File: src/rtl/fighter_pkg.sv
// Shared definitions for the fighter game logic.
// Holds the position width, the ground line, the combat resolver FSM
// state encoding and the default values of the resolver parameters.
package fighter_pkg;

  localparam int POS_W           = 10;
  localparam int PLAYER_GROUND_Y = 360;

  localparam int DEF_NUM_PLAYERS    = 2;
  localparam int DEF_HP_W           = 8;
  localparam int DEF_MAX_HP         = 100;
  localparam int DEF_DAMAGE         = 10;
  localparam int DEF_HITSTUN_FRAMES = 12;
  localparam int DEF_REACH_X        = 48;
  localparam int DEF_REACH_Y        = 32;

  typedef enum logic [2:0] {
    IDLE  = 3'd0,
    TICK  = 3'd1,
    SCAN  = 3'd2,
    APPLY = 3'd3,
    DONE  = 3'd4
  } fsm_state_t;

endpackage

File: src/rtl/hit_check.sv
// Geometric hit test for one attacker/defender pair.
// Ports:
//   x_a, y_a      attacker position
//   x_d, y_d      defender position
//   facing_right  attacker facing
//   hit           defender is within reach and in front of the attacker
module hit_check
  import fighter_pkg::*;
#(
  parameter int REACH_X = DEF_REACH_X,
  parameter int REACH_Y = DEF_REACH_Y
) (
  input  logic [POS_W-1:0] x_a,
  input  logic [POS_W-1:0] y_a,
  input  logic [POS_W-1:0] x_d,
  input  logic [POS_W-1:0] y_d,
  input  logic             facing_right,
  output logic             hit
);

  localparam logic [POS_W:0] RX = (POS_W + 1)'(REACH_X);
  localparam logic [POS_W:0] RY = (POS_W + 1)'(REACH_Y);

  logic [POS_W:0] dx;
  logic [POS_W:0] dy;
  logic           in_front;

  always_comb begin
    dx       = (x_d >= x_a) ? ({1'b0, x_d} - {1'b0, x_a}) : ({1'b0, x_a} - {1'b0, x_d});
    dy       = (y_d >= y_a) ? ({1'b0, y_d} - {1'b0, y_a}) : ({1'b0, y_a} - {1'b0, y_d});
    // Equal x counts as "in front" for either facing.
    in_front = facing_right ? (x_d >= x_a) : (x_d <= x_a);
    hit      = in_front && (dx <= RX) && (dy <= RY);
  end

endmodule

File: src/rtl/combat_resolver.sv
// Per-frame combat resolution for up to four players.
// On a frame tick the block snapshots positions/attacks, walks every ordered
// (attacker, defender) pair through one shared hit_check, then applies
// damage and hitstun and finally updates ko / round status.
// Ports:
//   clk, reset          clock, synchronous active-high reset
//   SCEN                one-cycle frame tick
//   pos_x, pos_y        packed 10-bit positions per player
//   facing_right        per-player facing
//   attack_active       per-player hitbox window
//   health              packed per-player health
//   hitstun_active      per-player hitstun counter nonzero
//   hit_pulse           one cycle per defender hit this frame
//   ko                  per-player health is zero
//   round_over, winner, draw  round status
//   busy                frame resolution in progress
module combat_resolver
  import fighter_pkg::*;
#(
  parameter int NUM_PLAYERS    = DEF_NUM_PLAYERS,
  parameter int HP_W           = DEF_HP_W,
  parameter int MAX_HP         = DEF_MAX_HP,
  parameter int DAMAGE         = DEF_DAMAGE,
  parameter int HITSTUN_FRAMES = DEF_HITSTUN_FRAMES,
  parameter int REACH_X        = DEF_REACH_X,
  parameter int REACH_Y        = DEF_REACH_Y
) (
  input  logic                          clk,
  input  logic                          reset,
  input  logic                          SCEN,
  input  logic [NUM_PLAYERS*POS_W-1:0]  pos_x,
  input  logic [NUM_PLAYERS*POS_W-1:0]  pos_y,
  input  logic [NUM_PLAYERS-1:0]        facing_right,
  input  logic [NUM_PLAYERS-1:0]        attack_active,
  output logic [NUM_PLAYERS*HP_W-1:0]   health,
  output logic [NUM_PLAYERS-1:0]        hitstun_active,
  output logic [NUM_PLAYERS-1:0]        hit_pulse,
  output logic [NUM_PLAYERS-1:0]        ko,
  output logic                          round_over,
  output logic [1:0]                    winner,
  output logic                          draw,
  output logic                          busy
);

  localparam int                IDX_W  = (NUM_PLAYERS > 2) ? 2 : 1;
  localparam int                ST_W   = $clog2(HITSTUN_FRAMES + 1);
  localparam logic [IDX_W-1:0]  LAST_A = IDX_W'(NUM_PLAYERS - 1);
  localparam logic [IDX_W-1:0]  LAST_D = IDX_W'(NUM_PLAYERS - 2);

  fsm_state_t state, state_nxt;

  logic [NUM_PLAYERS-1:0][POS_W-1:0]       snap_x, snap_y;
  logic [NUM_PLAYERS-1:0]                  snap_face, snap_atk, snap_ko, snap_stun_zero;
  logic [NUM_PLAYERS-1:0][NUM_PLAYERS-1:0] hit_latch;
  logic [NUM_PLAYERS-1:0]                  hit_mask;
  logic [NUM_PLAYERS-1:0][ST_W-1:0]        stun, stun_nxt;
  logic [NUM_PLAYERS-1:0][HP_W-1:0]        hp, hp_nxt;
  logic [NUM_PLAYERS-1:0]                  stun_zero, stun_live, ko_nxt;
  logic [IDX_W-1:0]                        a_idx, d_idx, a_nxt, d_nxt;
  logic                                    geo_hit, qualify, last_pair;
  logic [2:0]                              alive_cnt;
  logic [1:0]                              sole;
  int                                      na, nd;

  // FSM state register.
  // NOTE: every clocked process uses non-blocking assignments so all
  // registers update together from values sampled before the edge.
  always_ff @(posedge clk) begin
    if (reset) state <= IDLE;
    else       state <= state_nxt;
  end

  // NOTE: each always_comb output gets a default before any branch, so no
  // path leaves it unassigned and no latch is inferred.
  always_comb begin
    state_nxt = state;
    case (state)
      IDLE:    if (SCEN && !round_over) state_nxt = TICK;
      TICK:    state_nxt = SCAN;
      SCAN:    if (last_pair) state_nxt = APPLY;
      APPLY:   state_nxt = DONE;
      DONE:    state_nxt = IDLE;
      default: state_nxt = IDLE;
    endcase
  end

  assign busy      = (state != IDLE);
  assign hit_pulse = (state == APPLY) ? hit_mask : '0;
  assign health    = hp;
  assign last_pair = (a_idx == LAST_A) && (d_idx == LAST_D);

  // Next ordered pair: d ascending within a, skipping d == a.
  always_comb begin
    nd = int'(d_idx) + 1;
    na = int'(a_idx);
    if (nd == na) nd = nd + 1;
    if (nd >= NUM_PLAYERS) begin
      na = na + 1;
      nd = 0;
    end
    a_nxt = IDX_W'(na);
    d_nxt = IDX_W'(nd);
  end

  hit_check #(
    .REACH_X (REACH_X),
    .REACH_Y (REACH_Y)
  ) u_hit_check (
    .x_a          (snap_x[a_idx]),
    .y_a          (snap_y[a_idx]),
    .x_d          (snap_x[d_idx]),
    .y_d          (snap_y[d_idx]),
    .facing_right (snap_face[a_idx]),
    .hit          (geo_hit)
  );

  // A defender already hit this frame is skipped, which gives priority to
  // the lowest-index attacker and keeps its latch untouched.
  assign qualify = snap_atk[a_idx] && !snap_ko[a_idx] && !snap_ko[d_idx] &&
                   snap_stun_zero[d_idx] && !hit_latch[a_idx][d_idx] &&
                   !hit_mask[d_idx] && geo_hit;

  // Counter and health updates for TICK (decrement) and APPLY (damage).
  always_comb begin
    stun_nxt = stun;
    hp_nxt   = hp;
    for (int i = 0; i < NUM_PLAYERS; i++) begin
      if (state == TICK && stun[i] != '0) stun_nxt[i] = stun[i] - 1'b1;
      if (state == APPLY && hit_mask[i]) begin
        stun_nxt[i] = ST_W'(HITSTUN_FRAMES);
        hp_nxt[i]   = (hp[i] > HP_W'(DAMAGE)) ? hp[i] - HP_W'(DAMAGE) : '0;
      end
    end
  end

  // Survivor bookkeeping evaluated from the post-APPLY health.
  always_comb begin
    alive_cnt = '0;
    sole      = '0;
    ko_nxt    = '0;
    stun_zero = '0;
    stun_live = '0;
    for (int i = 0; i < NUM_PLAYERS; i++) begin
      ko_nxt[i]    = (hp[i] == '0);
      stun_zero[i] = (stun[i] == '0);
      stun_live[i] = (stun_nxt[i] != '0);
      if (!ko_nxt[i]) begin
        alive_cnt = alive_cnt + 3'd1;
        sole      = 2'(i);
      end
    end
  end

  // NOTE: the frame snapshot is plain datapath that is always rewritten in
  // TICK before SCAN reads it, so it carries no reset.
  always_ff @(posedge clk) begin
    if (state == TICK) begin
      snap_x         <= pos_x;
      snap_y         <= pos_y;
      snap_face      <= facing_right;
      snap_atk       <= attack_active;
      snap_ko        <= ko;
      snap_stun_zero <= stun_zero;
    end
  end

  always_ff @(posedge clk) begin
    if (reset) begin
      for (int i = 0; i < NUM_PLAYERS; i++) hp[i] <= HP_W'(MAX_HP);
      stun           <= '0;
      hit_latch      <= '0;
      hit_mask       <= '0;
      hitstun_active <= '0;
      ko             <= '0;
      round_over     <= 1'b0;
      winner         <= '0;
      draw           <= 1'b0;
      a_idx          <= '0;
      d_idx          <= '0;
    end else begin
      stun <= stun_nxt;
      hp   <= hp_nxt;
      case (state)
        TICK: begin
          hit_mask       <= '0;
          a_idx          <= '0;
          d_idx          <= IDX_W'(1);
          hitstun_active <= stun_live;
          for (int a = 0; a < NUM_PLAYERS; a++)
            if (!attack_active[a]) hit_latch[a] <= '0;
        end
        SCAN: begin
          if (qualify) begin
            hit_mask[d_idx]         <= 1'b1;
            hit_latch[a_idx][d_idx] <= 1'b1;
          end
          a_idx <= a_nxt;
          d_idx <= d_nxt;
        end
        APPLY: hitstun_active <= stun_live;
        DONE: begin
          ko         <= ko_nxt;
          round_over <= (alive_cnt <= 3'd1);
          winner     <= (alive_cnt == 3'd1) ? sole : 2'd0;
          draw       <= (alive_cnt == 3'd0);
        end
        default: ;
      endcase
    end
  end

endmodule

File: config.mk
export PLATFORM = sky130hd
export DESIGN_NAME = combat_resolver
export DESIGN_NICKNAME = d
export VERILOG_FILES = /design/src/rtl/fighter_pkg.sv /design/src/rtl/hit_check.sv /design/src/rtl/combat_resolver.sv
export SDC_FILE = /design/constraint.sdc
export NUM_CORES = 1
export LEC_CHECK = 0
export CORE_MARGIN = 2
export CORE_UTILIZATION = 50
export CTS_CLUSTER_SIZE = 30
export DETAILED_ROUTE_END_ITERATION = 6
export PLACE_DENSITY_LB_ADDON = 0.12
export SYNTH_ARGS = -nofsm -noshare
export SYNTH_HDL_FRONTEND = slang
export SYNTH_HIERARCHICAL = 1
export SYNTH_SLANG_ARGS = --single-unit
File: constraint.sdc
create_clock -name clk -period 7.45 [get_ports clk]
set_clock_uncertainty 0.05 [all_clocks]
set_input_delay 2.235 -clock clk [delete_from_list [all_inputs] [get_ports clk]]
set_output_delay 2.235 -clock clk [all_outputs]
set_load 0.01 [all_outputs]
**Word level (Yosys, flattened, before mapping)**

Cells that the tools add are included.
Widths: inputs -> output; s select.

- $add $sub $neg: 12
- Magnitude comparators: 13
- Equal/unequal tests: 12
- Multiplexer cells: 56
- Bitwise gates (word level): 3
- Reductions and logical operators: 39

Operators with widths:

| operator | count |
|---|---|
| $mux 10 | 8 |
| $sub 10x10->11 | 4 |
| $le 11x6->1 const B | 2 |
| $mux 11 | 2 |
| $ge 10x10->1 | 2 |
| $mux 1 | 20 |
| $mux 4 | 5 |
| $gt 8x4->1 const B | 2 |
| $logic_and 1x1->1 | 16 |
| $logic_not 8->1 | 2 |
| $mux 2 | 8 |
| $mux 8 | 2 |
| $reduce_bool 4->1 | 4 |
| $sub 8x4->8 const B | 2 |
| $mux 3 | 4 |
| $ne 2x2->1 const B | 6 |
| $pmux 3 s4 | 1 |
| $le 10x10->1 | 1 |
| $logic_not 4->1 | 2 |
| $pmux 4 s2 | 1 |
| $sub 4x1->4 const B | 2 |
| $eq 3x1->1 const B | 2 |
| $eq 3x2->1 const B | 2 |
| $logic_not 3->1 | 2 |
| other kinds (23) | 33 |

- Register bits after elaboration: 91
- Bits of input ports: 47
- Output and inout port bits: 27
- Logic and storage cells: 158

**Longest topological paths before layout**

- Word-level depth: 11
- Depth in mapped cells: 20
- Depth with buffers taken out: 16

**Hierarchy**

Netlist, hierarchy kept.

Modules (own cells, without submodules):

| module | instances | cells an instance | area an instance (um^2) | seq. area each (um^2) |
|---|---|---|---|---|
| combat_resolver | 1 | 339 | 4,008.8 | 2,242.2 |
| hit_check | 1 | 272 | 1,888.1 | 0.0 |

**Least setup slack after synthesis**

OpenSTA, ideal clock, no wires.

- Path kind: register -> register
- From: register d_idx
- To: register hit_mask[0]
- Setup time: 89 ps
- Data arrival time: 4,425 ps
- Data required time: 7,311 ps
- Setup slack: 2,886 ps
- Cell stages (with the launch flop): 20
- Buffers on the path: 4
- Clock period less this slack: 4,564 ps
- Cells stage by stage: dfxtp_1 -> buf_2 -> buf_1 -> mux2_2 -> ha_1 -> buf_6 -> nand4_4 -> or4_4 -> and2_4 -> nand2_4 -> buf_12 -> mux2i_1 -> a31oi_1 -> nand3b_1 -> a2111oi_2 -> o2111a_1 -> o211ai_1 -> nor3_1 -> nand4_1 -> a211oi_1

- Cells in the longest elaborated chain, start to end: 10
- Elaborated cells on any way between the ends: 44
- Those cells by class: 4 x add/sub; 7 x order compare; 1 x eq/ne; 19 x mux; 1 x bitwise; 12 x reduce/logical

RTL lines:

| element | RTL line | text |
|---|---|---|
| from (decl) | combat_resolver.sv:59 | `logic [IDX_W-1:0] a_idx, d_idx, a_nxt, d_nxt;` |
| from (signal assigned) | combat_resolver.sv:198 | `d_idx <= d_nxt;` |
| $mux 10 (implied by the code) (2 in series) | combat_resolver.sv:111 | `.x_d (snap_x[d_idx]),` |
| $sub 10x10->11 / $ge 10x10->1 (equally long branches) | hit_check.sv:29, hit_check.sv:32 |  |
| $mux 11 | hit_check.sv:29 | `dx = (x_d >= x_a) ? ({1'b0, x_d} - {1'b0, x_a}) : ({1'b0, x_a} - {1'b0, x_d});` |
| $le 11x6->1 | hit_check.sv:33 | `hit = in_front && (dx <= RX) && (dy <= RY);` |
| $logic_and 1x1->1 | hit_check.sv:33 |  |
| $logic_and 1x1->1 * | hit_check.sv:33 |  |
| via geo_hit | combat_resolver.sv:60 | `logic geo_hit, qualify, last_pair;` |
| $logic_and 1x1->1 * | combat_resolver.sv:121 | `!hit_mask[d_idx] && geo_hit;` |
| $ne 2x2->1 (no source line) * | - |  |
| $reduce_and 2->1 (no source line) * | - |  |
| to (signal assigned) | combat_resolver.sv:172 | `hit_mask <= '0;` |
| to (signal assigned) | combat_resolver.sv:185 | `hit_mask <= '0;` |
| to (signal, indexed assignment) | combat_resolver.sv:194 | `hit_mask[d_idx] <= 1'b1;` |
| to (decl) | combat_resolver.sv:55 | `logic [NUM_PLAYERS-1:0] hit_mask;` |

The timed path passes the listed nets; every way through them passes the cells marked *. The select of a mux whose other input is x is not followed.
A chain may end at the register's enable or synchronous reset.

**Final worst setup path**

Ends and elaborated chain as after synthesis.

==> impl_metrics.ini <==
[global_routing]
grt_overflow = 0
grt_start_max_net_pins = 58
grt_pass1_vias = 4508
antenna_found_initial = 0
grt.total_usage_pct = 20.4
grt_pass1_wl_um = 21000

[clocking]
cts-root-buf = clkbuf_16
post-cts-setup-buffer-count = 0
cts_tree = done
cts_resized = 0
hold_buffers = 0
clk_latency_ns = 0.35
htreeDepth = 3
clk_pin_slew_ns = 0.07
cts_buffer_depth = 2
cts_buffers = 9
cts_sinks = 88

[power]
switching_share_pct = 29.7
vdd_drop_max_mv = 0.156
p_leak_nw = 2.68
pwr-share-seq_pct = 40.7
combPwrFrac_pct = 24.1
p_sw_uw = 396
power.density_mw_per_mm2 = 192
internal-power_uw = 936
p_clk_share_pct = 35.3

[sta]
max_slew_margin_pct = 56.8
hold_viol = 0
whs_ns = 0.403
fin_tns_setup_ns = 0
rsz0062_at_grt = false
setup_ws_ns = 2.50
min_period_over_period_pct = 66.4
slew_violations = 0
period_minus_slack_ns = 4.95
setup_viol = 0
worst_slew_pin_slew_ns = 0.640
fmax_mhz = 202

[yosys]
yosys_warnings = 6
synth_top_area_cell = edfxtp_1
synthTopCellsByArea = edfxtp_1, dfxtp_1, ha_1
synth_mux_area_share_pct = 9.91
async_flop_share_pct = 0
synth_top_area_share_pct = 24.4
synth_xor_area_share_pct = 3.56
synth_compound_area_share_pct = 15.6
ys_ff_latch = 88
syn_inst = 611
synth_cell_types = 80
synthesis.area_mm2 = 0.00590
synth_ff_type = edfxtp_1
synth_top_family_by_area = simple AND/OR/NAND/NOR gates
seq_area_frac_synth_pct = 38.0
synth_edf_count = 48
synthAdderAreaFrac_pct = 9.34
synthSimpleGateAreaFrac_pct = 16.3
avgSynthCellArea_um2 = 9.65

[worst_setup_path]
crit_path_start_kind = flip-flop
critPathKind = flip-flop to flip-flop
path_max_fanout = 23
critPathArrivalTime_ns = 5.16
required_ns = 7.66
end_kind = flip-flop

[die]
die_h_um = 113
initial_utilization_pct = 51.4
core_area_mm2 = 0.0115
ios = 74
row_count = 39
fp.dieArea_mm2 = 0.0127
die_w_um = 113

[detailed_routing]
dr.pass1.iters = 5
drc = 0
vias_per_cell = 5.56
drt-wirelength-per-cell_um = 15.1
drt-total-wl_um = 12400
drt_iter0_drc = 230
num_vias = 4562
final_antenna_net_count = 0

[place]
dp_cells = 804
dp_hpwl_um = 8940
io_buffers = 70
gp_congestion = 0.841
pre_cts_slack_ns = 2.55

[outcome]
status = completed

[layout]
layout_commonest_cell = clkdlybuf4s50_1
area_growth_pct = 17.8
multi_input_area_mm2 = 0.00324
finalNetCount = 763
antenna_cells = 0
final_core_util_pct = 60.6
fin_cells = 820
mostFrequentLayoutCells = clkdlybuf4s50_1, inv_1, nor2_1
drive_above_1_share_pct = 14.0
regArea_mm2 = 0.00224
final.fill_count = 954

[flow_run]
drv_cap = 0

[hold_path]
hp-class = flip-flop to flip-flop
## final timing paths
| check | end | from | slack (ns) | cells after the start |
|---|---|---|---|---|
| worst min-delay path | hit_latch[1] | hit_latch[1] | 0.40 | 2 |
| worst max-delay path | hit_mask[0] | d_idx | 2.50 | 16 |
| worst max register to register | hit_mask[0] | d_idx | 2.50 | 16 |
| worst min register to register | hit_latch[1] | hit_latch[1] | 0.40 | 2 |
## layer usage
layer	up-vias	routed length (um)	track usage, %	part of all wire [%]
met4	0	89	4.88	0.72
li1	2299	-	-	-
met3	8	540	5.78	4.4
met5	-	0	0	0
met2	96	5870	34.5	47
met1	2159	5860	26.0	47
## state kept, by name (all words and copies together) (netlist names), 2 cells and up
register and cells:
hit_mask 2, hit_latch 4, snap_x 20, state 3, stun 8, ko 2
snap_stun_zero 2, snap_y 20, health 14, snap_ko 2, snap_atk 2, snap_face 2
hitstun_active 2
## cells in the mapped netlist, types with 4 or more instances
| master | instances |
|---|---|
| inv_1 | 63 |
| nor2_1 | 56 |
| edfxtp_1 | 48 |
| ha_1 | 44 |
| mux2_2 | 43 |
| dfxtp_1 | 40 |
| nand2_1 | 38 |
| a21oi_1 | 34 |
| xnor2_1 | 17 |
| o21ai_0 | 15 |
| nand3_1 | 14 |
| nor3_1 | 13 |
| mux2i_1 | 10 |
| nand2b_1 | 9 |
| buf_4 | 8 |
| o21bai_1 | 8 |
| clkbuf_1 | 7 |
| xor2_1 | 7 |
| o21ai_1 | 6 |
| a211oi_1 | 5 |
| a21o_1 | 5 |
| a22oi_1 | 5 |
| a31oi_1 | 5 |
| buf_1 | 4 |
| nor3_2 | 4 |
| o2111ai_1 | 4 |
| o211ai_1 | 4 |
| o22ai_1 | 4 |
| o31ai_1 | 4 |
## power by group through the flow
stage / clock network, mW / logic [mW] / registers, mW
6_report: 0.470 / 0.320 / 0.542
5_1_grt: 0.500 / 0.355 / 0.544
4_1_cts: 0.481 / 0.318 / 0.542
3_5_place_dp: 0 / 0.316 / 0.552
3_3_place_gp: 0 / 0.310 / 0.552
2_1_floorplan: 0 / 0.249 / 0.546
## area by class of cell
class | instances | area share (%)
multi-input combinational | 433 | 46.6
clock buffer | 9 | 3.24
timing repair buffer | 73 | 10.4
clock inverter | 7 | 1.15
tap | 143 | 2.58
inverter | 67 | 3.73
sequential | 88 | 32.3
## critical path, cell delays in order, from the launching register on
cell and delay [ns]:
dfxtp_1 0.61, buf_4 0.40, mux2_2 0.39, ha_1 0.39
nand2b_1 0.11, a211oi_1 0.43, o21bai_2 0.19, nand2_4 0.20
mux2i_1 0.33, a31oi_1 0.14, nand3b_1 0.20, a2111oi_2 0.42
o2111a_1 0.24, o211ai_1 0.12, nor3_1 0.26, nand4_1 0.13
a211oi_1 0.24
## cells by family after synthesis
logic type | count (synthesis)
AO/OA/AOI/OAI | 131
XOR/XNOR | 24
adder cells (fa/ha/maj) | 44
buffers and inverters | 92
flip-flops | 88
multiplexers | 53
other | 1
AND/OR/NAND/NOR | 178
## per-stage QoR
stage	area, um2	total power [mW]
6_report	6950	1.33
5_1_grt	6950	1.40
4_1_cts	6950	1.34
3_5_place_dp	6640	0.868
3_3_place_gp	6640	0.861
2_1_floorplan	5900	0.795
Note: power is estimated with default switching activity, not from simulation.
